[config.mk]
export PLATFORM = sky130hd
export DESIGN_NAME = ysyx_23060096_wb_arbiter
export DESIGN_NICKNAME = d
export VERILOG_FILES = /design/src/rtl/ysyx_23060096_wb_arbiter.sv
export SDC_FILE = /design/constraint.sdc
export NUM_CORES = 1
export LEC_CHECK = 0
export ABC_AREA = 0
export CAP_MARGIN = 30
export CORE_AREA = 3 3 108 110
export CTS_CLUSTER_DIAMETER = 100
export CTS_CLUSTER_SIZE = 30
export DETAILED_ROUTE_END_ITERATION = 6
export DIE_AREA = 0 0 111 113
export PLACE_DENSITY = 0.7
export SLEW_MARGIN = 10
export SYNTH_ARGS = -nofsm -noshare
export SYNTH_HDL_FRONTEND = slang
export SYNTH_SLANG_ARGS = --single-unit
[constraint.sdc]
create_clock -name clk -period 3.1 [get_ports clk]
set_input_delay 0.465 -clock clk [delete_from_list [all_inputs] [get_ports clk]]
set_output_delay 0.465 -clock clk [all_outputs]
set_load 0.005 [all_outputs]
[src/rtl/ysyx_23060096_wb_arbiter.sv]
// Writeback arbiter: merges EXU and LSU results into one registered register-file
// write port and tracks in-flight destinations for issue-stage hazard detection.
module ysyx_23060096_wb_arbiter #(
    parameter int ADDR_WIDTH = 5,
    parameter int DATA_WIDTH = 32
) (
    input  logic                  clk,
    input  logic                  rst,
    input  logic                  exu_valid,
    input  logic [ADDR_WIDTH-1:0] exu_rd,
    input  logic [DATA_WIDTH-1:0] exu_data,
    output logic                  exu_ready,
    input  logic                  lsu_valid,
    input  logic [ADDR_WIDTH-1:0] lsu_rd,
    input  logic [DATA_WIDTH-1:0] lsu_data,
    output logic                  lsu_ready,
    input  logic                  iss_set,
    input  logic [ADDR_WIDTH-1:0] iss_rd,
    input  logic [ADDR_WIDTH-1:0] iss_rs1,
    input  logic [ADDR_WIDTH-1:0] iss_rs2,
    output logic                  iss_stall,
    output logic                  rf_wen,
    output logic [ADDR_WIDTH-1:0] rf_waddr,
    output logic [DATA_WIDTH-1:0] rf_wdata
);

    localparam int NREGS = 1 << ADDR_WIDTH;

    logic                  rr;
    logic [NREGS-1:0]      pending;
    logic [NREGS-1:0]      pending_nxt;
    logic [NREGS-1:0]      set_mask;
    logic [NREGS-1:0]      clr_mask;
    logic                  acc_p0;
    logic                  conflict_p0;
    logic [ADDR_WIDTH-1:0] sel_rd_p0;
    logic [DATA_WIDTH-1:0] sel_data_p0;

    function automatic logic [NREGS-1:0] reg_onehot(input logic [ADDR_WIDTH-1:0] a);
        logic [NREGS-1:0] m;
        m    = '0;
        m[a] = 1'b1;
        return m;
    endfunction

    // Stage p0: combinational grant and request selection
    assign conflict_p0 = exu_valid && lsu_valid;
    assign exu_ready   = !rst && exu_valid && (!lsu_valid || !rr);
    assign lsu_ready   = !rst && lsu_valid && (!exu_valid || rr);
    assign acc_p0      = exu_ready || lsu_ready;
    assign sel_rd_p0   = lsu_ready ? lsu_rd   : exu_rd;
    assign sel_data_p0 = lsu_ready ? lsu_data : exu_data;

    // Hazard check reads only registered scoreboard state; bit 0 is never set.
    assign iss_stall = !rst && (pending[iss_rs1] || pending[iss_rs2] ||
                                (iss_set && pending[iss_rd]));

    always_comb begin
        set_mask = '0;
        clr_mask = '0;
        if (iss_set && !iss_stall && (iss_rd != '0))
            set_mask = reg_onehot(iss_rd);
        if (rf_wen)
            clr_mask = reg_onehot(rf_waddr);
        pending_nxt    = (pending & ~clr_mask) | set_mask;
        pending_nxt[0] = 1'b0;
    end

    // Stage p1: registered register-file write port, scoreboard and pointer
    always_ff @(posedge clk) begin
        if (rst) begin
            rr       <= 1'b0;
            pending  <= '0;
            rf_wen   <= 1'b0;
            rf_waddr <= '0;
            rf_wdata <= '0;
        end else begin
            if (conflict_p0)
                rr <= ~rr;
            pending <= pending_nxt;
            rf_wen  <= acc_p0 && (sel_rd_p0 != '0);
            if (acc_p0 && (sel_rd_p0 != '0)) begin
                rf_waddr <= sel_rd_p0;
                rf_wdata <= sel_data_p0;
            end
        end
    end

endmodule

==> metrics.md, run 1 <==
| Metric | Value |
|---|---|
| Hold_buf cts | 0 |
| Post-Synth XOR/XNOR Area | 0.204% |
| Pin count of the biggest net entering global routing | 41 |
| Post-DP HPWL | 11.3 mm |
| R2R setup slack | 0.56 ns |
| Period utilization | 99.5% |
| P_leak | 2.34 nW |
| Commonest cells after routing, fill and taps aside | clkdlybuf4s50_1, dfxtp_1, buf_4, mux2i_1, nor2_1 |
| Clock Sinks | 70 |
| Worst-skew pair later-pin latency | 0.36 ns |
| Async S/R FF share, synth | 0% |
| Power per standard cell area | 372 nW/µm² |
| Mapped Area | 4300 µm² |
| Critical path data required time | 2.63 ns |
| Reg2reg start | pending[7] |
| Routability cong. | 0.975 |
| Fin worst setup slack | 0.0161 ns |
| Clock Power Share | 34.4% |
| Compound-gate portion of the synthesized area | 19.5% |
| Site Rows | 38 |
| RSZ-0062 raised after global routing | yes |
| WS Path Type | register to output pin |
| Die X | 111 µm |
| Nets@finish | 722 |
| Max cap viols | 0 |
| Setup tns final | 0 ns |
| CP peak stage delay | 0.51 ns |
| H-tree depth | 3 |
| Worst r2r path cells | 7 |
| CTS tree | built |
| Simple-gate share of the synthesized area | 20.4% |
| Hold path endpoint | rf_wdata[0] |
| Drt via density | 5.67 |
| DR WL/cell | 18.5 µm |
| Cts bufs inserted | 9 |
| Register area share after synthesis | 32.6% |
| Fmax | 324 MHz |
| Reg power frac | 42.0% |
| GRT overflow | 0 |
| CP Max Fanout | 2 |
| Post-synthesis cell count | 467 |
| Hold Path Origin | rf_wdata[0] |
| Vias in the first global route | 4,487 |
| CORE AREA | 10,800 µm² |
| Psw | 0.635 mW |
| Distinct cells, synth | 50 |
| Slowest cell on the critical path | or4_1 |
| CP arrival | 2.62 ns |
| Setup WS pre-CTS | -0.892 ns |
| Commonest non-fill, non-tap cell in the layout | clkdlybuf4s50_1 |
| Share of cells above drive strength 1 | 22.6% |
| Die height | 113 µm |
| Ant. Diodes | 0 |
| Slew @ Worst Pin | 0.679 ns |
| GRT Util Overall | 23.3% |
| Ys flop type | dfxtp_1 |
| Area grow syn2layout | 46.5% |
| Post-Route WL | 14.3 mm |
| Post-synthesis adder-cell area fraction | 0% |
| Relative slew slack | 54.7% |
| Mux share of post-synthesis cell area | 20.6% |
| DRC viols | 0 |
| First-pass GRT wire length | 23.3 mm |
| Clk buf depth | 2 |
| Post-route minimum period | 3.08 ns |
| Die ar. | 12,500 µm² |
| Peak supply drop | 0.242 mV |
| Drt first pass iters | 7 |
| Port Buf Inserts | 134 |
| Final Hold Viols | 0 |
| Vias after detailed routing | 4,384 |
| Final setup viols | 0 |
| Hold Crit Class | register to register |
| Clock-pin slew on the worst setup and hold paths | 0.07 ns |
| Io pins | 135 |
| Status | finished, final reports clean |
| Worst Hold Depth | 2 |
| Sw Share | 27.1% |
| Synth warn | 0 |
| Initial antenna violation count | 0 |
| Largest family of logic cells by synthesized area | multiplexers |
| Final Slew Violations | 0 |
| Power Internal | 1.71 mW |
| Synth Area per Inst | 9.21 µm² |
| Post-place instance area | 6070 µm² |
| ANT nets after route | 0 |
| CP endpoint kind | output pin |
| Clock skew | 0.00677 ns |
| Finished layout cell area | 6300 µm² |
| FF-to-FF End | pending[1] |
| Comb power frac | 23.6% |
| Starting DRT DRC Count | 239 |
| Post-synth EDFFs | 0 |
| Crit path cell chain | mux4_2, nor2b_1, nor4_1, or4_1, or4_4, o21a_1, buf_2 |
| Fillers | 943 |
| Syn Nets | 561 |
| Crit start category | register |
| CTS Root Cell | clkbuf_8 |
| Yosys reg bits | 70 |
| Initial Util | 39.9% |
## critical path, delay by kind of cell, from the launching register on
kind / cells / cell delay, ns
AO/OA/AOI/OAI: 1 / 0.20
buffers and inverters: 1 / 0.13
flip-flops: 1 / 0.32
multiplexers: 1 / 0.46
AND/OR/NAND/NOR: 4 / 1.16
## cell usage after synthesis (5+ instances only)
cell | instances | share of area (%)
a211oi_1 | 38 | 6.6
and3_1 | 7 | 1.0
buf_2 | 10 | 1.2
buf_6 | 5 | 1.3
clkbuf_1 | 22 | 1.9
dfxtp_1 | 70 | 33
inv_1 | 5 | 0.44
mux2_2 | 12 | 3.1
mux2i_1 | 52 | 12
mux4_2 | 8 | 4.2
nand2_1 | 23 | 2.0
nand3_1 | 23 | 2.7
nand4_1 | 17 | 2.5
nand4b_1 | 15 | 3.1
nor2_1 | 43 | 3.8
nor2b_1 | 8 | 1.2
nor3_1 | 7 | 0.81
nor3b_1 | 6 | 1.0
o211ai_1 | 17 | 3.0
o21ai_2 | 30 | 6.1
## state kept, by name, summed over array words and instances (netlist names)
| name | cells |
|---|---|
| rf_wdata | 32 |
| rf_waddr | 5 |
| rr | 1 |
| rf_wen | 1 |
| pending | 31 |
## stage by stage
step           hold WS [ns]  util [%]  total power [mW]  instances
3_3_place_gp          0.488      56.2              1.55        756
2_1_floorplan         0.483         -              1.26        467
5_1_grt               0.529      58.4              2.45        773
6_report              0.502      58.4              2.34        773
3_5_place_dp          0.494      56.2              1.56        756
4_1_cts               0.506      58.3              2.36        773
## what timing repair did
| item | 4_1_cts | 5_1_grt |
|---|---|---|
| setup endpoints to repair | 5 | 1 |
| resized for setup | 23 | 3 |
| setup buffers | 1 | 0 |
| pin swaps | 1 | 0 |
## layout make-up
type	instances	area, µm²	share of cell area (%)
Multi-Input combinational cell	343	2640	41.9
Timing Repair Buffer	198	1840	29.2
Sequential cell	70	1400	22.3
Clock buffer	14	183	2.90
Tap cell	140	175	2.78
Clock inverter	2	37.5	0.596
Inverter	6	22.5	0.357
## layer usage
layer / track usage, % / vias to the layer above / part of all wire, %
met2: 38.7 / 222 / 48
met5: 0 / - / 0
li1: - / 2101 / -
met4: 9.52 / 0 / 3.0
met1: 28.1 / 2025 / 39
met3: 7.38 / 36 / 11
## worst max path at each step
| stage | start | end | cells after the start |
|---|---|---|---|
| final | pending[7] | iss_stall | 7 |
| after global routing | pending[5] | iss_stall | 7 |
| after CTS | pending[6] | iss_stall | 7 |
| after detailed placement | iss_rs2[0] | iss_stall | 8 |
| after global placement | iss_rs2[0] | iss_stall | 8 |
| after floorplan | iss_rd[0] | iss_stall | 9 |
## power by group through the flow
stage / Clock [mW] / Sequential [mW] / Combinational, mW
after floorplan: 0 / 0.993 / 0.268
after detailed placement: 0 / 1.00 / 0.553
after global placement: 0 / 1.00 / 0.547
after CTS: 0.820 / 0.983 / 0.554
after global routing: 0.858 / 0.990 / 0.598
final: 0.807 / 0.983 / 0.553
## kinds of logic (layout without fill, tap and decap cells)
group / count (synthesis) / count (layout)
flip-flops: 70 / 70
buffers and inverters: 54 / 220
AO/OA/AOI/OAI: 106 / 106
XOR/XNOR: 1 / 1
multiplexers: 74 / 74
AND/OR/NAND/NOR: 162 / 162
Note: power is estimated with default switching activity, not from simulation.
==> inputs of run 2 (changes only) <==
Settings changed: CORE_AREA 3 3 108 110 to 3 3 105 107, DIE_AREA 0 0 111 113 to 0 0 108 110, PLACE_DENSITY 0.7 to 0.74.
==> metrics.md, run 2 (synthesis results as in run 1) <==
| Metric | Value |
|---|---|
| Clock Power Share | 33.3% (-1.1 points) |
| Vias in the first global route | 4,421 (-1.5%) |
| Port Buf Inserts | 134 (unchanged) |
| Nets@finish | 724 (+0.28%) |
| Clock skew | 0.00554 ns (-0.00122 ns) |
| Area grow syn2layout | 47.2% |
| Psw | 0.637 mW (+0.41%) |
| Status | finished, final reports clean |
| Die height | 110 µm (-2.7%) |
| Sw Share | 27.4% (+0.31 points) |
| Commonest non-fill, non-tap cell in the layout | clkdlybuf4s50_1 |
| Top reg by flops | rf_wdata |
| Die X | 108 µm (-2.7%) |
| CORE AREA | 10,200 µm² (-5.2%) |
| Slew @ Worst Pin | 0.665 ns (-0.0145 ns) |
| Power Internal | 1.69 mW (-1.2%) |
| Post-place instance area | 6110 µm² (+0.58%) |
| Post-Route WL | 13.9 mm (-2.7%) |
| First-pass GRT wire length | 22.2 mm (-4.9%) |
| Vias after detailed routing | 4,393 (+0.21%) |
| CTS tree | built |
| Relative slew slack | 55.7% (+0.97 points) |
| Biggest regs | rf_wdata: 32 flops, pending: 31 flops, rf_waddr: 5 flops |
| Share of cells above drive strength 1 | 22.9% (+0.28 points) |
| Site Rows | 37 (-2.6%) |
| Final non-filler cell total | 770 (-0.39%) |
| Pin count of the biggest net entering global routing | 75 (+83%) |
| Routability cong. | 0.913 (-6.4%) |
| Ant. Diodes | 0 (unchanged) |
| Reg power frac | 42.3% (+0.3 points) |
| Post-DP HPWL | 10.7 mm (-4.8%) |
| Register area | 1400 µm² (about the same) |
| Post-route minimum period | 3.06 ns (-0.0214 ns) |
| Final core occ | 61.9% (+3.5 points) |
| Fillers | 890 (-5.6%) |
| Starting DRT DRC Count | 303 (+27%) |
| DR WL/cell | 18.1 µm (-2.3%) |
| Clock-pin slew on the worst setup and hold paths | 0.07 ns (about the same) |
| Crit start category | primary input |
| GRT Util Overall | 24.0% (+0.70 points) |
| DRC viols | 0 (unchanged) |
| Final Slew Violations | 0 (unchanged) |
| Hold_buf cts | 0 (unchanged) |
| CP arrival | 2.60 ns (-0.02 ns) |
| WS Path Type | primary input to output pin |
| Drt first pass iters | 5 (-2) |
| Die ar. | 11,900 µm² (-5.3%) |
| Drt via density | 5.71 (+0.60%) |
| ANT nets after route | 0 (unchanged) |
| Largest register FFs | 32 (unchanged) |
| H-tree depth | 3 (unchanged) |
| Fmax | 327 MHz (+0.70%) |
| CP endpoint kind | output pin |
| Hold Crit Class | register to register |
| Initial antenna violation count | 0 (unchanged) |
| Power per standard cell area | 367 nW/µm² (-1.2%) |
| Cts bufs inserted | 9 (unchanged) |
| Critical path data required time | 2.63 ns (about the same) |
| Minimum hold slack | 0.499 ns (-0.00278 ns) |
| Clk buf depth | 2 (unchanged) |
| Final Hold Viols | 0 (unchanged) |
| RSZ-0062 raised after global routing | yes |
| Placed cells | 754 (-0.26%) |
| CTS Root Cell | clkbuf_8 |
| CP Max Fanout | 10 (+8) |
| Area of the multi-input gates | 2650 µm² (+0.24%) |
| Clock Sinks | 70 (unchanged) |
| Io pins | 135 (unchanged) |
| Period utilization | 98.8% (-0.69 points) |
| P_leak | 2.35 nW (+0.42%) |
| Commonest cells after routing, fill and taps aside | clkdlybuf4s50_1, dfxtp_1, buf_4, mux2i_1, nor2_1 |
| Peak supply drop | 0.234 mV (-3.5%) |
| Comb power frac | 24.4% (+0.8 points) |
| Finished layout cell area | 6330 µm² (+0.50%) |
| Initial Util | 42.1% (+2.2 points) |
| GRT overflow | 0 (unchanged) |
| Final setup viols | 0 (unchanged) |
| Worst-skew pair later-pin latency | 0.36 ns (about the same) |
| Max cap viols | 0 (unchanged) |
[run 2: critical path, cell delays in order]
cell             delay (ns)
clkdlybuf4s50_1        0.50
buf_12                 0.16
mux4_2                 0.50
a221oi_1               0.33
a31oi_1                0.09
nor3_2                 0.18
nor2_1                 0.06
o21a_1                 0.18
buf_2                  0.13
[run 2: area by class of cell]
cell class	instances	area share (%)
clock inverter	3	0.672
timing repair buffer	200	29.7
tap	136	2.69
clock buffer	12	2.61
inverter	6	0.356
multi-input combinational	343	41.8
sequential	70	22.1
[run 2: path summary, 6_finish.rpt]
check,cells after the start,end,slack (ns),start
setup / recovery,9,iss_stall,0.04,iss_rd[0]
hold reg to reg,2,rf_wdata[2],0.50,rf_wdata[2]
setup reg to reg,7,pending[1],0.60,pending[7]
hold / removal,2,rf_wdata[2],0.50,rf_wdata[2]
[run 2: per-stage QoR]
step / TNS (ns) / power (mW) / setup slack, ns
final: 0 / 2.33 / 0.0375
after global placement: -11.41 / 1.56 / -0.904
after detailed placement: -12.37 / 1.57 / -0.921
after global routing: -0.0389 / 2.42 / -0.0389
after CTS: 0 / 2.34 / 0.0229
after floorplan: 0 / 1.26 / 0.0345
[run 2: timing repair]
| item | 4_1_cts | 5_1_grt |
|---|---|---|
| setup endpoints to repair | 11 | 1 |
| setup buffers | 1 | 0 |
| gates resized for setup | 24 | 4 |
| cloned | 0 | 0 |
| pin swaps | 3 | 1 |
[run 2: layer usage]
metal  GRT usage [%]  vias to the layer above  wire length (µm)
met5               0                        -                 0
met4            10.8                        0               387
met3            6.12                       31              1200
met2            40.7                      193              6730
met1            28.7                     2061              5610
li1                -                     2108                 -
[run 2: power groups by stage]
stage               Combinational, mW  Sequential [mW]  Clock (mW)
floorplan                       0.268            0.993           0
global placement                0.557             1.00           0
detailed placement              0.566             1.00           0
finish                          0.568            0.983       0.774
CTS                             0.570            0.983       0.785
global route                    0.613            0.989       0.818
